[src/rtl/irq_ctrl.sv]
// irq_ctrl: machine-level interrupt arbiter that offers MEI/MSI/MTI to the trap path.
// Define IRQ_EXT_SYNC_EN to route external_interrupt through a 2-flop synchronizer.
module irq_ctrl (
   input  logic        clk,
   input  logic        rst,
   input  logic        software_interrupt,
   input  logic        timer_interrupt,
   input  logic        external_interrupt,
   input  logic        i_mie_msie,
   input  logic        i_mie_mtie,
   input  logic        i_mie_meie,
   input  logic        i_mstatus_mie,
   input  logic        exception_pending,
   input  logic        pipe_ready,
   input  logic        trap_ack,
   output logic [2:0]  o_mip,
   output logic        irq_req,
   output logic [3:0]  irq_code,
   output logic [15:0] o_irq_count
);
   typedef enum logic [1:0] {
      ST_IDLE = 2'd0,
      ST_REQ  = 2'd1,
      ST_COOL = 2'd2
   } state_t;

   localparam logic [3:0] CODE_MSI = 4'd3;
   localparam logic [3:0] CODE_MTI = 4'd7;
   localparam logic [3:0] CODE_MEI = 4'd11;

   state_t      r_state, w_state_nxt;
   logic [2:0]  r_mip;
   logic [3:0]  r_code, w_code_nxt, w_prio_code;
   logic [15:0] r_irq_count;
   logic        w_ext, w_lat_elig, w_ack;
   logic [2:0]  w_elig;

`ifdef IRQ_EXT_SYNC_EN
   logic r_ext_s1, r_ext_s2;

   always_ff @(posedge clk) begin
      if (rst) begin
         r_ext_s1 <= 1'b0;
         r_ext_s2 <= 1'b0;
      end else begin
         r_ext_s1 <= external_interrupt;
         r_ext_s2 <= r_ext_s1;
      end
   end

   assign w_ext = r_ext_s2;
`else
   assign w_ext = external_interrupt;
`endif

   always_ff @(posedge clk) begin
      if (rst) r_mip <= 3'b000;
      else     r_mip <= {w_ext, timer_interrupt, software_interrupt};
   end

   assign w_elig = r_mip & {i_mie_meie, i_mie_mtie, i_mie_msie};

   // Fixed priority MEI > MSI > MTI; only meaningful when some bit of w_elig is set
   always_comb begin
      w_prio_code = CODE_MTI;
      if (w_elig[2])      w_prio_code = CODE_MEI;
      else if (w_elig[0]) w_prio_code = CODE_MSI;
   end

   always_comb begin
      w_lat_elig = 1'b0;
      case (r_code)
         CODE_MEI: w_lat_elig = w_elig[2];
         CODE_MSI: w_lat_elig = w_elig[0];
         CODE_MTI: w_lat_elig = w_elig[1];
         default:  w_lat_elig = 1'b0;
      endcase
   end

   always_comb begin
      w_state_nxt = r_state;
      w_code_nxt  = r_code;
      w_ack       = 1'b0;
      case (r_state)
         ST_IDLE: begin
            if ((|w_elig) && i_mstatus_mie && pipe_ready && !exception_pending) begin
               w_state_nxt = ST_REQ;
               w_code_nxt  = w_prio_code;
            end
         end
         ST_REQ: begin
            // An ack wins over a simultaneous withdraw
            if (trap_ack) begin
               w_state_nxt = ST_COOL;
               w_ack       = 1'b1;
            end else if (!w_lat_elig || !i_mstatus_mie) begin
               w_state_nxt = ST_IDLE;
            end
         end
         ST_COOL: w_state_nxt = ST_IDLE;
         default: w_state_nxt = ST_IDLE;
      endcase
   end

   always_ff @(posedge clk) begin
      if (rst) begin
         r_state     <= ST_IDLE;
         r_code      <= 4'd0;
         r_irq_count <= 16'd0;
      end else begin
         r_state <= w_state_nxt;
         r_code  <= w_code_nxt;
         if (w_ack && (r_irq_count != 16'hFFFF)) r_irq_count <= r_irq_count + 16'd1;
      end
   end

   assign o_mip       = r_mip;
   assign irq_req     = (r_state == ST_REQ);
   assign irq_code    = r_code;
   assign o_irq_count = r_irq_count;
endmodule

[config.mk]
export PLATFORM = sky130hd
export DESIGN_NAME = irq_ctrl
export DESIGN_NICKNAME = d
export VERILOG_FILES = /design/src/rtl/irq_ctrl.sv
export SDC_FILE = /design/constraint.sdc
export NUM_CORES = 1
export LEC_CHECK = 0
export ABC_CLOCK_PERIOD_IN_PS = 3700
export BUFFER_PORTS_ARGS = -buffer_cell sky130_fd_sc_hd__buf_4
export CORE_MARGIN = 2
export CORE_UTILIZATION = 54
export CTS_CLUSTER_SIZE = 40
export DETAILED_ROUTE_END_ITERATION = 10
export GPL_TIMING_DRIVEN = 0
export HOLD_SLACK_MARGIN = 0.02
export PLACE_DENSITY = 0.94
export SLEW_MARGIN = 20
export SYNTH_ARGS = -nofsm -noshare
export SYNTH_HDL_FRONTEND = slang
export SYNTH_SLANG_ARGS = --single-unit
[constraint.sdc]
create_clock -name clk -period 3.7 [get_ports clk]
set_input_delay 0.37 -clock clk [delete_from_list [all_inputs] [get_ports clk]]
set_output_delay 0.37 -clock clk [all_outputs]
set_load 0.01 [all_outputs]
Yosys cells after proc, flatten, opt, wreduce, memory -nomap -nowiden
Index checks and enable logic that the tools add are counted.
{"block": "word_totals", "regBits": 25, "elab_cells": 34}
{"block": "classes", "n_addsub": 1, "eq_ne": 7, "n_mux": 9, "n_bitwise": 1, "reduce_logical": 12}
{"cell": "$add A16 B1 Y16 const B", "count": 1}
{"cell": "$ne A16 B16 Y1 const B", "count": 1}
{"cell": "$mux W2", "count": 3}
{"cell": "$eq A4 B2 Y1 const B", "count": 1}
{"cell": "$eq A4 B3 Y1 const B", "count": 1}
{"cell": "$eq A4 B4 Y1 const B", "count": 1}
{"cell": "$logic_and A1 B1 Y1", "count": 4}
{"cell": "$mux W4", "count": 1}
{"cell": "$pmux W2 S2", "count": 1}
{"cell": "$reduce_and A2 Y1", "count": 2}
{"cell": "$and A3 B3 Y3", "count": 1}
{"cell": "$logic_not A1 Y1", "count": 3}
{"cell": "$mux W3", "count": 1}
{"cell": "$ne A3 B2 Y1 const B", "count": 1}
{"cell": "$pmux W1 S3", "count": 1}
{"cell": "$reduce_or A3 Y1", "count": 1}
{"cell": "$eq A2 B1 Y1 const B", "count": 1}
{"cell": "$logic_not A2 Y1", "count": 1}
{"cell": "$mux W1", "count": 2}
{"cell": "$ne A2 B2 Y1 const B", "count": 1}
{"cell": "$logic_or A1 B1 Y1", "count": 1}

Longest topological paths before layout
{"block": "depth", "ltp_word": 7, "ltp_mapped": 6, "ltp_nobuf": 5}

Worst setup path before layout
Ideal clock, no wire load.
{"block": "synth_path", "path_type": "register to register", "startpoint": "register r_irq_count[0], in the netlist o_irq_count[0]", "endpoint": "register r_irq_count[12], in the netlist o_irq_count[12]", "setup_time_ps": 71, "arrival_ps": 1747, "slack_ps": 1883, "stages_incl_launch_ff": 7, "n_path_buf": 1, "period_less_slack_ps": 1817, "cell_sequence": "dfxtp_1 -> ha_1 -> nand2_1 -> or3_1 -> buf_2 -> or4_1 -> a21oi_1"}
{"block": "synth_between", "elab_chain_cells": 2, "word_cells_on_any_way": 3, "cone_classes": "add/sub (1); eq/ne (1); reduce/logical (1)"}
{"element": "start, declared", "line": "34", "rtl": "logic [15:0] r_irq_count;"}
{"element": "start signal, assigned", "line": "113", "rtl": "if (w_ack && (r_irq_count != 16'hFFFF)) r_irq_count <= r_irq_count + 16'd1;"}
{"element": "parallel branches: the longest is 2 deep, another holds $add A16 B1 Y16"}
Several ways; the timed one is not identified.
A chain may end at the register's enable or synchronous reset.

Worst setup path in the final report
{"block": "layout_path", "startpoint": "register r_irq_count[6], in the netlist o_irq_count[6]", "endpoint": "register r_irq_count[9], in the netlist o_irq_count[9]"}
Same word-level chain as after synthesis.

==> qor.yml <==
worst_setup_path:
  critical_path.slowest_cell: "sky130_fd_sc_hd__nor4_1"
  criticalPathCategory: "reg -> reg"
  path_max_fanout: 8
  worstPathArrival_ns: 2.26
  worstPathBufferInverterCount: 0
  slowest_delay_ns: 0.72
  cp_required_ns: 3.92
  critical_path.reg2reg.startpoint: "o_irq_count[6]"
  crit_path_start_kind: "flop"
  worstPathCellList: "nand3_1 > nor4_1 > a21boi_0 > mux2_2"
  kind_of_cell_adding_the_most_delay_to_the_critical_path: "simple AND/OR/NAND/NOR gates"
  timing.critical_path.to_type: "flop"
  timing.critical_path.from: "o_irq_count[6]"
layout:
  synthToLayoutAreaGrowth_pct: 26.1
  post_route_cells_drive_above_1_share_pct: 27.9
  finish.instance_area_sq_um: 1550
  ant_diodes: 0
  most-common-layout-cells: "sky130_fd_sc_hd__buf_4, sky130_fd_sc_hd__dfxtp_1, sky130_fd_sc_hd__nor2_1"
  fillerInstances: 182
  ff_latch_area_sq_um: 480
  utilization_of_the_core_after_routing_pct: 70.7
  fin_nets: 194
  multiInputGateArea_sq_um: 701
  finish.cell_count_without_fillers: 207
  mostFrequentLayoutCell: "sky130_fd_sc_hd__buf_4"
sta:
  grt_setup_unrepaired: "no"
  slew_headroom_pct: 48.2
  finalWorstPathRequiredPeriod_ns: 2.04
  report.final.setup_viol: 0
  finClkSkew_ns: 0.00721
  worst_slack_ns: 1.66
  timing_hold_violations_final: 0
  timing.final.crit_share_pct: 55.0
  timing.final.max_slew_violations: 0
  timing.hold.ws_ns: 0.259
  final_total_negative_setup_slack_ns: 0
  clock.fmax_ghz: 0.491
  actual_transition_at_the_worst_max_transition_pin_ns: 0.770
yosys:
  syn_inst: 141
  ys_warn_count: 0
  synth_cell_type_count: 35
  synth_seq_area_share_pct: 39.1
  synth_flop_cell: "sky130_fd_sc_hd__dfxtp_1"
  postSynthNetCount: 154
  synth_async_sr_flop_share_pct: 0
  synth_enable_flop_cells: 0
  mappedNetlistArea_sq_um: 1230
  syn_area_per_cell_sq_um: 8.71
  postSynthRegisterBits: 24
clock_tree:
  htree_num_levels: 1
  clock_tree_from_tritoncts: "done"
  cts_num_sinks: 24
  cts.root.buffer_cell: "sky130_fd_sc_hd__clkbuf_4"
  cts_resized: 0
  clock_transition_at_the_registers_of_the_reported_paths_ns: 0.13
  cts_post_setup_buffers_inserted: 0
  cts_inserted_buffers: 3
  clk-insertion-delay-late_ns: 0.32
  ctsHoldBuffers: 0
  clk_path_buf_depth: 2
power:
  clockPowerShare_pct: 27.9
  switching_share_pct: 22.8
  fin_total_pwr_mw: 0.409
  p_int_mw: 0.316
  max-vdd-ir-drop_v: 0.000207
  power.leakage_nw: 0.611
  p_per_area_nw_per_um2: 264
  seq_power_share_pct: 64.4
  proportion_of_power_drawn_by_combinational_gates_pct: 7.7
  p_sw_mw: 0.0933
route:
  antenna_violating_nets_post_route: 0
  vias: 1217
  remaining_drc_errors: 0
  firstDrtPassIters: 4
  route.final.wire_length_microns: 2870
  post_drt_wl_per_cell_microns: 13.9
  drt-vias-per-instance: 5.88
  drt_iter0_drc: 20
grt:
  wire_length_of_the_first_global_routing_pass_microns: 4750
  grt_max_degree: 13
  number_of_antenna_violations_at_the_first_check_in_global_routing: 0
  number_of_global_route_vias_before_repair: 1118
  global_route.overflow_total: 0
  grt_util_all_layers_pct: 23.4
die:
  die_area_sq_um: 2670
  initial_utilization_pct: 56.1
  floorplan.die.width_microns: 51.7
  y_dimension_of_the_die_microns: 51.7
  cell_rows: 17
  num_io_pins: 36
  placeableCoreArea_sq_um: 2190
hold_path:
  hold_start: "timer_interrupt"
  worstHoldPathType: "in -> reg"
outcome:
  status: "finished, final reports clean"
placement:
  dpl_worst_slack_ns: 1.76
  globalplace.congestion: 0.805
  dp.cells: 204
  io_buffer_count: 35
  placement.cell_area_sq_um: 1530
  half_perimeter_wire_length_after_placement_microns: 2160
flow_run:
  drv.max_cap_violation_count: 0
state kept, by name, indices dropped and copies added (netlist names):
| signal | flops |
|---|---|
| irq_code | 3 |
| o_irq_count | 16 |
| o_mip | 3 |
| r_state | 2 |
Yosys cell counts, types with 3 or more instances:
cell / count / area (sq um)
sky130_fd_sc_hd__a211oi_1: 5 / 37.5
sky130_fd_sc_hd__a21oi_1: 11 / 55.1
sky130_fd_sc_hd__and3_1: 3 / 18.8
sky130_fd_sc_hd__dfxtp_1: 24 / 480
sky130_fd_sc_hd__inv_1: 5 / 18.8
sky130_fd_sc_hd__mux2_2: 7 / 78.8
sky130_fd_sc_hd__mux2i_1: 3 / 30.0
sky130_fd_sc_hd__nand2_1: 5 / 18.8
sky130_fd_sc_hd__nand3_1: 9 / 45.0
sky130_fd_sc_hd__nor2_1: 15 / 56.3
sky130_fd_sc_hd__nor2b_1: 10 / 62.6
sky130_fd_sc_hd__o21ai_0: 3 / 15.0
sky130_fd_sc_hd__o31ai_1: 5 / 37.5
sky130_fd_sc_hd__or3_1: 5 / 31.3
sky130_fd_sc_hd__or4_1: 4 / 30.0
power groups by stage:
stage          sequential, mW  combinational (mW)  clock [mW]
2_1_floorplan           0.270              0.0122           0
3_3_place_gp            0.269              0.0302           0
3_5_place_dp            0.269              0.0316           0
4_1_cts                 0.264              0.0317       0.115
5_1_grt                 0.264              0.0344       0.123
6_report                0.264              0.0315       0.114
layout make-up:
| type | count | share of cell area [%] |
|---|---|---|
| buffer | 6 | 1.86 |
| clock buffer | 3 | 1.45 |
| inverter | 5 | 1.21 |
| multi-input combinational | 106 | 45.2 |
| sequential | 24 | 31.0 |
| tap | 28 | 2.26 |
| timing repair buffer | 35 | 17.0 |
logic make-up (layout without fill, tap and decap cells):
group,after synthesis,in the layout,share of synthesized area [%]
and+or+nand+nor,66,66,31.5
muxes,10,10,8.86
AOI/OAI and AO/OA,29,29,15.7
DFF,24,24,39.1
buffers and inverters,11,49,3.87
adders and majority gates,1,1,1.02
routing by layer:
| metal | up-vias | wire, microns | share of wire (%) | global-route usage (%) |
|---|---|---|---|---|
| met5 | - | 0 | 0 | 0 |
| met4 | 0 | 44 | 1.5 | 9.21 |
| met1 | 579 | 1250 | 43 | 27.8 |
| met3 | 5 | 120 | 4.2 | 2.59 |
| met2 | 34 | 1460 | 51 | 42.7 |
| li1 | 599 | - | - | - |
worst reg2reg max path, stage by stage, from the launching register on:
cell and delay [ns]:
sky130_fd_sc_hd__dfxtp_1 0.47, sky130_fd_sc_hd__nand3_1 0.21, sky130_fd_sc_hd__nor4_1 0.72, sky130_fd_sc_hd__a21boi_0 0.23
sky130_fd_sc_hd__mux2_2 0.31
worst paths after layout:
path / cells past startpoint / slack (ns) / end
setup / recovery: 4 / 1.66 / o_irq_count[9]
hold / removal: 2 / 0.26 / o_mip[1]
setup reg to reg: 4 / 1.66 / o_irq_count[9]
hold reg to reg: 2 / 0.52 / o_irq_count[15]
Note: power is estimated with default switching activity, not from simulation.
